`src/rtl/snake_game_ctrl_pkg.sv`:
```
`default_nettype none
// ============================================================================
// Module   : snake_game_ctrl_pkg
// Purpose  : Shared encodings for the snake game sequencer: game states,
//            direction codes, lower-case key codes and the UART key decoder.
// Revision : 1.0 - initial release
// ============================================================================
package snake_game_ctrl_pkg;

  typedef enum logic [1:0] {
    ST_IDLE  = 2'd0,
    ST_RUN   = 2'd1,
    ST_PAUSE = 2'd2,
    ST_DEAD  = 2'd3
  } game_state_e;

  localparam logic [1:0] DIR_UP    = 2'd0;
  localparam logic [1:0] DIR_RIGHT = 2'd1;
  localparam logic [1:0] DIR_DOWN  = 2'd2;
  localparam logic [1:0] DIR_LEFT  = 2'd3;

  // Lower-case ASCII; upper-case input folds onto these by OR-ing bit 5.
  localparam logic [7:0] KEY_UP      = 8'h77;  // 'w'
  localparam logic [7:0] KEY_RIGHT   = 8'h64;  // 'd'
  localparam logic [7:0] KEY_DOWN    = 8'h73;  // 's'
  localparam logic [7:0] KEY_LEFT    = 8'h61;  // 'a'
  localparam logic [7:0] KEY_PAUSE   = 8'h20;  // ' '
  localparam logic [7:0] KEY_RESTART = 8'h72;  // 'r'

  typedef enum logic [1:0] {
    CMD_NONE    = 2'd0,
    CMD_DIR     = 2'd1,
    CMD_PAUSE   = 2'd2,
    CMD_RESTART = 2'd3
  } key_cmd_e;

  typedef struct packed {
    key_cmd_e   cmd;
    logic [1:0] dir;
  } key_cmd_t;

  // Case-insensitive decode of one received byte into a game command.
  function automatic key_cmd_t decode_key(input logic [7:0] raw);
    logic [7:0] key;
    key_cmd_t   c;
    key   = raw | 8'h20;
    c.cmd = CMD_NONE;
    c.dir = DIR_RIGHT;
    case (key)
      KEY_UP:      begin c.cmd = CMD_DIR; c.dir = DIR_UP;    end
      KEY_RIGHT:   begin c.cmd = CMD_DIR; c.dir = DIR_RIGHT; end
      KEY_DOWN:    begin c.cmd = CMD_DIR; c.dir = DIR_DOWN;  end
      KEY_LEFT:    begin c.cmd = CMD_DIR; c.dir = DIR_LEFT;  end
      KEY_PAUSE:   c.cmd = CMD_PAUSE;
      KEY_RESTART: c.cmd = CMD_RESTART;
      default:     c.cmd = CMD_NONE;
    endcase
    return c;
  endfunction

endpackage
`default_nettype wire

```
`src/rtl/snake_game_ctrl_step_timer.sv`:
```
`default_nettype none
// ============================================================================
// Module   : snake_game_ctrl_step_timer
// Purpose  : Step pacing counter. Counts enabled cycles and emits a 1-cycle
//            tick when the count reaches period-1, then wraps to zero.
//            Holds while disabled; clear forces the count to zero.
// Revision : 1.0 - initial release
// ============================================================================
module snake_game_ctrl_step_timer #(
  parameter int CNT_W = 3,
  parameter int PER_W = 4
) (
  input  logic             clk,
  input  logic             rstn,
  input  logic             en,
  input  logic             clr,
  input  logic [PER_W-1:0] period,
  output logic             tick
);

  logic [CNT_W-1:0] count_q, count_d;

  assign tick = en && (PER_W'(count_q) == (period - PER_W'(1)));

  // Next count: clear wins, otherwise advance or wrap while enabled.
  always_comb begin
    count_d = count_q;
    if (clr) begin
      count_d = '0;
    end else if (en) begin
      count_d = tick ? '0 : count_q + CNT_W'(1);
    end
  end

  // Count register.
  always_ff @(posedge clk or negedge rstn) begin
    if (!rstn) begin
      count_q <= '0;
    end else begin
      count_q <= count_d;
    end
  end

endmodule
`default_nettype wire

```
`src/rtl/snake_game_ctrl.sv`:
```
`default_nettype none
// ============================================================================
// Module   : snake_game_ctrl
// Purpose  : Snake game sequencer. Decodes UART keys into direction, pause
//            and restart commands, paces snake moves with a speeding-up step
//            timer, handshakes steps with the body datapath and keeps score.
// Revision : 1.0 - initial release
// ============================================================================
module snake_game_ctrl
  import snake_game_ctrl_pkg::*;
#(
  parameter int STEP_DIV = 2500000,
  parameter int MIN_DIV  = 500000,
  parameter int SPEEDUP  = 100000,
  parameter int SCORE_W  = 8
) (
  input  logic               clk,
  input  logic               rstn,
  input  logic [7:0]         dataRX,
  input  logic               WR_RX,
  input  logic               step_ack,
  input  logic               collision,
  input  logic               food_eaten,
  output logic               step_req,
  output logic [1:0]         dir,
  output logic               clear_req,
  output logic [1:0]         state,
  output logic [SCORE_W-1:0] score
);

  localparam int TIMER_W  = $clog2(STEP_DIV);
  localparam int PERIOD_W = $clog2(STEP_DIV + 1);
  localparam logic [PERIOD_W-1:0] PERIOD_RESET = PERIOD_W'(STEP_DIV);

  if (STEP_DIV < MIN_DIV || MIN_DIV < 2) begin : g_param_check
    $error("snake_game_ctrl: need STEP_DIV >= MIN_DIV >= 2");
  end

  game_state_e         state_q, state_d;
  logic [1:0]          dir_q, dir_d;
  logic [1:0]          pend_dir_q, pend_dir_d;
  logic                step_req_q, step_req_d;
  logic                clear_req_q, clear_req_d;
  logic [SCORE_W-1:0]  score_q, score_d;
  logic [PERIOD_W-1:0] period_q, period_d;

  game_state_e         st_eff;
  logic                timer_en;
  logic                timer_clr;
  logic                timer_tick;
  key_cmd_t            key_cmd;

  assign key_cmd  = decode_key(dataRX);
  // The step timer only runs while playing with no move in flight.
  assign timer_en = (state_q == ST_RUN) && !step_req_q;

  snake_game_ctrl_step_timer #(
    .CNT_W (TIMER_W),
    .PER_W (PERIOD_W)
  ) u_step_timer (
    .clk    (clk),
    .rstn   (rstn),
    .en     (timer_en),
    .clr    (timer_clr),
    .period (period_q),
    .tick   (timer_tick)
  );

  // Game FSM: restart overrides everything; otherwise the step result is
  // applied first so a collision makes any same-cycle key act in DEAD.
  always_comb begin
    state_d     = state_q;
    dir_d       = dir_q;
    pend_dir_d  = pend_dir_q;
    step_req_d  = step_req_q;
    clear_req_d = 1'b0;
    score_d     = score_q;
    period_d    = period_q;
    timer_clr   = 1'b0;
    st_eff      = state_q;

    if (WR_RX && key_cmd.cmd == CMD_RESTART) begin
      state_d     = ST_IDLE;
      dir_d       = DIR_RIGHT;
      pend_dir_d  = DIR_RIGHT;
      step_req_d  = 1'b0;
      clear_req_d = 1'b1;
      score_d     = '0;
      period_d    = PERIOD_RESET;
      timer_clr   = 1'b1;
    end else begin
      // Direction is committed on the rising edge of the request.
      if (timer_tick) begin
        step_req_d = 1'b1;
        dir_d      = pend_dir_q;
      end

      if (step_ack && step_req_q) begin
        step_req_d = 1'b0;
        if (collision) begin
          st_eff = ST_DEAD;
        end else if (food_eaten) begin
          if (score_q != '1) begin
            score_d = score_q + SCORE_W'(1);
          end
          if (32'(period_q) >= 32'(MIN_DIV + SPEEDUP)) begin
            period_d = period_q - PERIOD_W'(SPEEDUP);
          end else begin
            period_d = PERIOD_W'(MIN_DIV);
          end
        end
      end

      if (WR_RX && st_eff != ST_DEAD) begin
        case (key_cmd.cmd)
          CMD_DIR: begin
            // A direct reversal would run the head into the body: drop it.
            if (key_cmd.dir != (dir_q ^ 2'b10)) begin
              pend_dir_d = key_cmd.dir;
            end
            if (st_eff == ST_IDLE) begin
              st_eff    = ST_RUN;
              timer_clr = 1'b1;
            end
          end
          CMD_PAUSE: begin
            if (st_eff == ST_RUN) begin
              st_eff = ST_PAUSE;
            end else if (st_eff == ST_PAUSE) begin
              st_eff = ST_RUN;
            end
          end
          default: ;
        endcase
      end

      state_d = st_eff;
    end
  end

  // Game state registers.
  always_ff @(posedge clk or negedge rstn) begin
    if (!rstn) begin
      state_q     <= ST_IDLE;
      dir_q       <= DIR_RIGHT;
      pend_dir_q  <= DIR_RIGHT;
      step_req_q  <= 1'b0;
      clear_req_q <= 1'b0;
      score_q     <= '0;
      period_q    <= PERIOD_RESET;
    end else begin
      state_q     <= state_d;
      dir_q       <= dir_d;
      pend_dir_q  <= pend_dir_d;
      step_req_q  <= step_req_d;
      clear_req_q <= clear_req_d;
      score_q     <= score_d;
      period_q    <= period_d;
    end
  end

  assign step_req  = step_req_q;
  assign dir       = dir_q;
  assign clear_req = clear_req_q;
  assign state     = state_q;
  assign score     = score_q;

endmodule
`default_nettype wire
```
`config.mk`:
```
export PLATFORM = sky130hd
export DESIGN_NAME = snake_game_ctrl
export DESIGN_NICKNAME = d
export VERILOG_FILES = /design/src/rtl/snake_game_ctrl_pkg.sv /design/src/rtl/snake_game_ctrl_step_timer.sv /design/src/rtl/snake_game_ctrl.sv
export SDC_FILE = /design/constraint.sdc
export NUM_CORES = 1
export LEC_CHECK = 0
export BUFFER_PORTS_ARGS = -buffer_cell sky130_fd_sc_hd__clkbuf_2
export CAP_MARGIN = 25
export CORE_MARGIN = 5
export CORE_UTILIZATION = 46
export DETAILED_ROUTE_END_ITERATION = 10
export PLACE_DENSITY = 0.76
export SETUP_SLACK_MARGIN = 0.15
export SLEW_MARGIN = 20
export SYNTH_ARGS = -nofsm -noshare
export SYNTH_HDL_FRONTEND = slang
export SYNTH_HIERARCHICAL = 1
export SYNTH_SLANG_ARGS = --single-unit
```
`constraint.sdc`:
```
create_clock -name clk -period 2.67 [get_ports clk]
set_clock_uncertainty 0.2 [all_clocks]
set_input_delay 0.534 -clock clk [delete_from_list [all_inputs] [get_ports clk]]
set_output_delay 0.534 -clock clk [all_outputs]
set_load 0.01 [all_outputs]
```
Word-level counts from Yosys, hierarchy flattened
Index checks and enable logic that the tools add are counted.
{ "word_totals": {"ff_bits": 60, "inputBits": 14, "out_inout_bits": 14, "wordCells": 89} }
{ "op_classes": {"n_addsub": 4, "order_cmp": 1, "eq_ne": 16, "mux": 38, "bitwise": 1, "reduce_logical": 21} }
{ "ops": {"columns": ["operator", "count"], "rows": [
  ["$mux 22", 8],
  ["$mux 8", 5],
  ["$eq 7x6->1 const B", 5],
  ["$mux 2", 14],
  ["$add 22x1->22 const B", 1],
  ["$eq 22x22->1", 1],
  ["$ge 22x20->1 const B", 1],
  ["$sub 22x1->22 const B", 1],
  ["$sub 22x17->22 const B", 1],
  ["$reduce_bool 2->1", 8],
  ["$pmux 2 s3", 2],
  ["$add 8x1->8 const B", 1],
  ["$mux 1", 8],
  ["$ne 8x8->1 const B", 1],
  ["$logic_not 7->1", 1],
  ["$eq 2x1->1 const B", 3],
  ["$eq 2x2->1 const B", 3],
  ["$reduce_and 3->1", 2],
  ["$logic_and 1x1->1", 5],
  ["$pmux 2 s2", 1],
  ["$reduce_and 4->1", 1],
  ["$reduce_or 4->1", 1],
  ["$reduce_bool 3->1", 1],
  ["$logic_not 2->1", 1],
  ["5 further kinds", 5]
]} }

Longest topological paths before layout
{ "logic_depth": {"ltp_word": 12, "ltp_mapped": 14, "depth_no_buf": 12} }

Cells and area by module
Netlist, hierarchy kept.
{ "modules_own_cells": {"columns": ["mod", "n_inst", "cells_per_inst", "area_per_inst_um2", "seq_area_each_um2"], "rows": [
  ["snake_game_ctrl_step_timer", 1, 308, 2499.9, 550.5],
  ["snake_game_ctrl", 1, 235, 2135.8, 838.3]
]} }

Worst setup path after synthesis
No wires, ideal clock.
{ "synth_timing": {"kind": "reg2reg", "from": "reg period_q[14]", "to": "reg dir_q[1] (netlist: dir[1])", "setup_time_ns": 0.132, "t_arrival_ns": 2.574, "t_required_ns": 2.338, "slack_ns": -0.236, "path_stages_with_launch": 11, "path_buffers": 2, "period_less_slack_ns": 2.906, "cell_sequence": "dfrtp_1 -> buf_2 -> or4b_1 -> mux2_2 -> a221o_1 -> nor4b_1 -> nand4_1 -> nor3_2 -> buf_6 -> mux2i_1 -> nor2_1"} }
{ "synth_via": {"elab_chain_cells": 4} }
{ "synth_lines": {"columns": ["element", "line", "rtl"], "rows": [
  ["from (decl)", "snake_game_ctrl.sv:45", "logic [PERIOD_W-1:0] period_q, period_d;"],
  ["from (signal assigned)", "snake_game_ctrl.sv:158", "period_q <= period_d;"],
  ["$sub 22x1->22", "snake_game_ctrl_step_timer.sv:23", "assign tick = en && (PER_W'(count_q) == (period - PER_W'(1)));"],
  ["$eq 22x22->1", "snake_game_ctrl_step_timer.sv:23", null],
  ["$logic_and 1x1->1", "snake_game_ctrl_step_timer.sv:23", null],
  ["net timer_tick", "snake_game_ctrl.sv:50", "logic timer_tick;"],
  ["$reduce_bool 2->1 (no source line)", null, null],
  ["to (signal assigned)", "snake_game_ctrl.sv:153", "dir_q <= dir_d;"],
  ["to (decl)", "snake_game_ctrl.sv:40", "logic [1:0] dir_q, dir_d;"]
]} }
The timed path passes the listed nets, and every way through them passes these cells.
A chain may end at the register's enable or synchronous reset.

Worst setup path after layout
{ "layout_timing": {"from": "reg period_q[13]", "to": "reg dir_q[1] (netlist: dir[1])"} }
The elaborated chain is that of the path after synthesis.

==> summary.txt <==
Critical path
  – R2R depth: 9
  – Highest-delay cell along the critical path: or4b_1
  – Slowest stage delay, CP: 0.52 ns
  – Crit path launch type: flop
  – Critical path arrival: 2.80 ns
  – Setup CP Type: flop to flop
  – Worst Path Required: 2.68 ns
  – Critical Path Fanout Max: 6
  – CP cell instances: or4b_1 > mux2_4 > a221o_1 > nor4b_2 > nand4_1 > nor3_2 > buf_4 > mux2i_1 > nor2_1
  – Worst Setup End Kind: flop

Global route
  – GRT Resource Usage Total: 20.34%
  – Busiest grt layer: met2
  – Grt ovf: 0
  – Vias in the first global route: 4353
  – Initial antenna violation count: 0
  – Met1 Use GR: 26.93%
  – Met2 GRT Util: 34.19%
  – GR Layer Usage met3: 2.679%
  – First-pass GRT wire length: 19.99 mm
  – Largest net degree at the start of global routing: 56

Synthesis
  – Cell Area, Synth: 4636 um^2
  – Post-synth EDFFs: 0
  – Synth Flop Type: dfrtp_1
  – Mapped Avg Cell Area: 8.537 um^2
  – Largest area contributor in the netlist: dfrtp_1
  – Yosys Warn Count: 6
  – Unique masters post-synth: 81
  – Top cell type's share of synthesized area: 24.29%
  – Post-synthesis async set-or-reset flop share: 100.0%
  – Ranking of synthesized cells by area: dfrtp_1 (24%), dfstp_2 (5.7%), xor2_1 (5.7%)
  – Sequential area share after synthesis: 29.96%
  – Synthesized flop and latch total: 55
  – Mapped Cells: 543

Placement
  – RePlAce Congestion: 0.8790
  – Final HPWL DP: 8.916 mm
  – Port Buf Inserts: 26
  – # placed instances: 759
  – Placed Area: 5390 um^2

Clocking
  – Worst skew pair latency: 0.32 ns
  – Htree depth: 2
  – Largest buffer count on any clock path: 2
  – TritonCTS clock tree: yes
  – CTS Sinks: 55
  – Cts bufs inserted: 5
  – Clock transition at path regs: 0.12 ns
  – Post-CTS Hold Buffers: 0
  – CTS root buf: clkbuf_8

Timing
  – FMAX: 358.4 MHz
  – Setup slack after layout: -0.1204 ns
  – Hold slack: 0.1331 ns
  – Slew @ Worst Pin: 0.7106 ns
  – Slew HR: 52.63%
  – RSZ-0062 raised after global routing: yes
  – Tcrit/Tclk final: 104.5%
  – Final Max Tran Viols: 0
  – Hold Fails Final Rpt: 0
  – Min Tclk post-route: 2.790 ns
  – Finish-stage setup viols: 17

Layout
  – Diode count: 0
  – Layout cells sized above 1: 25.27%
  – Final Non-Filler Cells: 770
  – # fillers: 948
  – Post-route design area: 5570 um^2
  – Final Util: 56.73%
  – Register Area: 1389 um^2
  – Footprint of the multi-input gates: 3126 um^2
  – Nets: 657
  – P&R area growth vs syn: 20.16%

Routing
  – Final WL: 11.93 mm
  – # DRC: 0
  – Via Count: 4521
  – Drt initial violations: 205
  – Post-route ant nets: 0
  – 1st-pass router iterations: 5
  – Vias/cell: 5.871
  – WL per Instance: 15.49 um

Power
  – Leak pwr: 2.368 nW
  – Cell Pwr Density: 436.6 nW/um^2
  – VDD IR max: 331.7 uV

Outcome
  – Status: finished, violations left
  – Failing checks: negative setup slack

Floorplanning
  – Die Height: 110.4 um
  – Initial core utilization: 47.21%
  – Site row count: 36
  – Core outline area: 9819 um^2
  – Die area: 12180 um^2
  – # IOs: 28
  – Width of the die: 110.4 um

Hold path
  – Worst hold path class: input port to asynchronous set/reset pin

Flow run
  – Max cap viols: 0
==> area by class of cell <==
class | count | area share (%)
clock inverters | 3 | 0.6065
repair buffers | 98 | 12.71
clock buffers | 5 | 1.235
inverters | 21 | 1.415
flip-flops and latches | 55 | 24.93
well taps | 133 | 2.987
multi-input cells | 455 | 56.11
==> critical path: cells and delay by family (launching register included) <==
kind            cells  cell delay, ns
flops               1            0.41
mux                 2            0.47
buf+inv             1            0.18
compound gates      1            0.33
simple gates        5            1.08
==> synth_stat cells (3+ instances only) <==
cell type / number
inv_1: 21
nor4_1: 9
nand4_1: 19
o211ai_1: 6
and3_1: 10
nand2_1: 30
o31ai_1: 6
and2_1: 3
or3_1: 7
clkbuf_1: 18
nor3b_1: 3
xor2_1: 30
or4_1: 8
nand3_1: 25
o22ai_1: 7
a21oi_1: 22
nor4b_1: 4
nand2b_1: 17
a311oi_1: 3
nor4_2: 3
buf_2: 7
o21a_1: 5
and4_1: 4
o21ai_0: 16
mux2i_1: 10
nor3_2: 11
nor3_1: 16
dfstp_2: 10
xnor2_1: 16
a31oi_1: 7
o21bai_1: 5
dfrtp_1: 45
and4b_1: 3
ha_1: 7
nand3b_1: 3
nor2b_1: 6
o21ai_1: 13
buf_6: 5
nor2_1: 47
buf_4: 3
==> flip-flops by register name (all words and copies together) (netlist names) <==
signal                cells
dir                       2
pend_dir_q                2
clear_req                 1
step_req                  1
period_q                 17
state                     2
score                     8
u_step_timer/count_q     22
==> path summary, 6_finish.rpt <==
| check | start | end | slack [ns] |
|---|---|---|---|
| hold / removal | rstn | u_step_timer/count_q[0] | 0.13 |
| setup / recovery | period_q[13] | dir[1] | -0.12 |
| hold reg to reg | period_q[21] | period_q[21] | 0.33 |
| max in group asynchronous | rstn | step_req | 1.66 |
| setup reg to reg | period_q[13] | dir[1] | -0.12 |
| min in group clk | period_q[21] | period_q[21] | 0.33 |
==> per-layer routing <==
layer,share of wire [%],vias up
met5,0,-
met4,2.9,0
met3,4.3,26
met2,49,139
met1,44,2181
li1,-,2175
==> stage by stage <==
step	TNS (ns)	total power [mW]	setup slack, ns
3_3_place_gp	-0.6405	1.857	-0.07154
2_1_floorplan	-0.5635	1.659	-0.1963
5_1_grt	-5.686	2.593	-0.2811
4_1_cts	-1.373	2.431	-0.1259
6_report	-1.151	2.432	-0.1204
3_5_place_dp	-2.382	1.901	-0.1973
==> kinds of logic (layout without fill, tap and decap cells) <==
family | Yosys count | count (layout) | synth area share [%]
AOI/OAI and AO/OA | 122 | 122 | 18.92
xor gates and xnor gates | 46 | 46 | 8.691
adders and majority gates | 7 | 7 | 1.889
buffers and inverters | 55 | 127 | 5.695
DFF | 55 | 55 | 29.96
muxes | 12 | 12 | 2.645
other | 1 | 23 | 0.08089
and+or+nand+nor | 245 | 245 | 32.12
==> report_power, final <==
group	internal (mW)	switching, mW	total, mW
combinational	0.355	0.437	0.792
sequential	0.946	0.176	1.12
clock	0.198	0.320	0.518
total	1.50	0.932	2.43
==> placed cells by master, fill, tap and decap left out, types with 17 or more instances in the layout <==
master	n
nand3_1	25
nand2_1	30
dfrtp_1	45
nand2b_1	17
clkbuf_2	26
conb_1	23
inv_1	21
buf_4	69
nor2_1	47
a21oi_1	21
xor2_1	30
nand4_1	19
==> what timing repair did <==
action,4_1_cts,5_1_grt
gates resized for setup,4,8
endpoints found under the setup margin,25,28
buffers inserted,2,1
pin swaps,1,4
gates cloned,0,0
endpoints found under the hold margin,0,0
(Power assumes the default switching activity.)
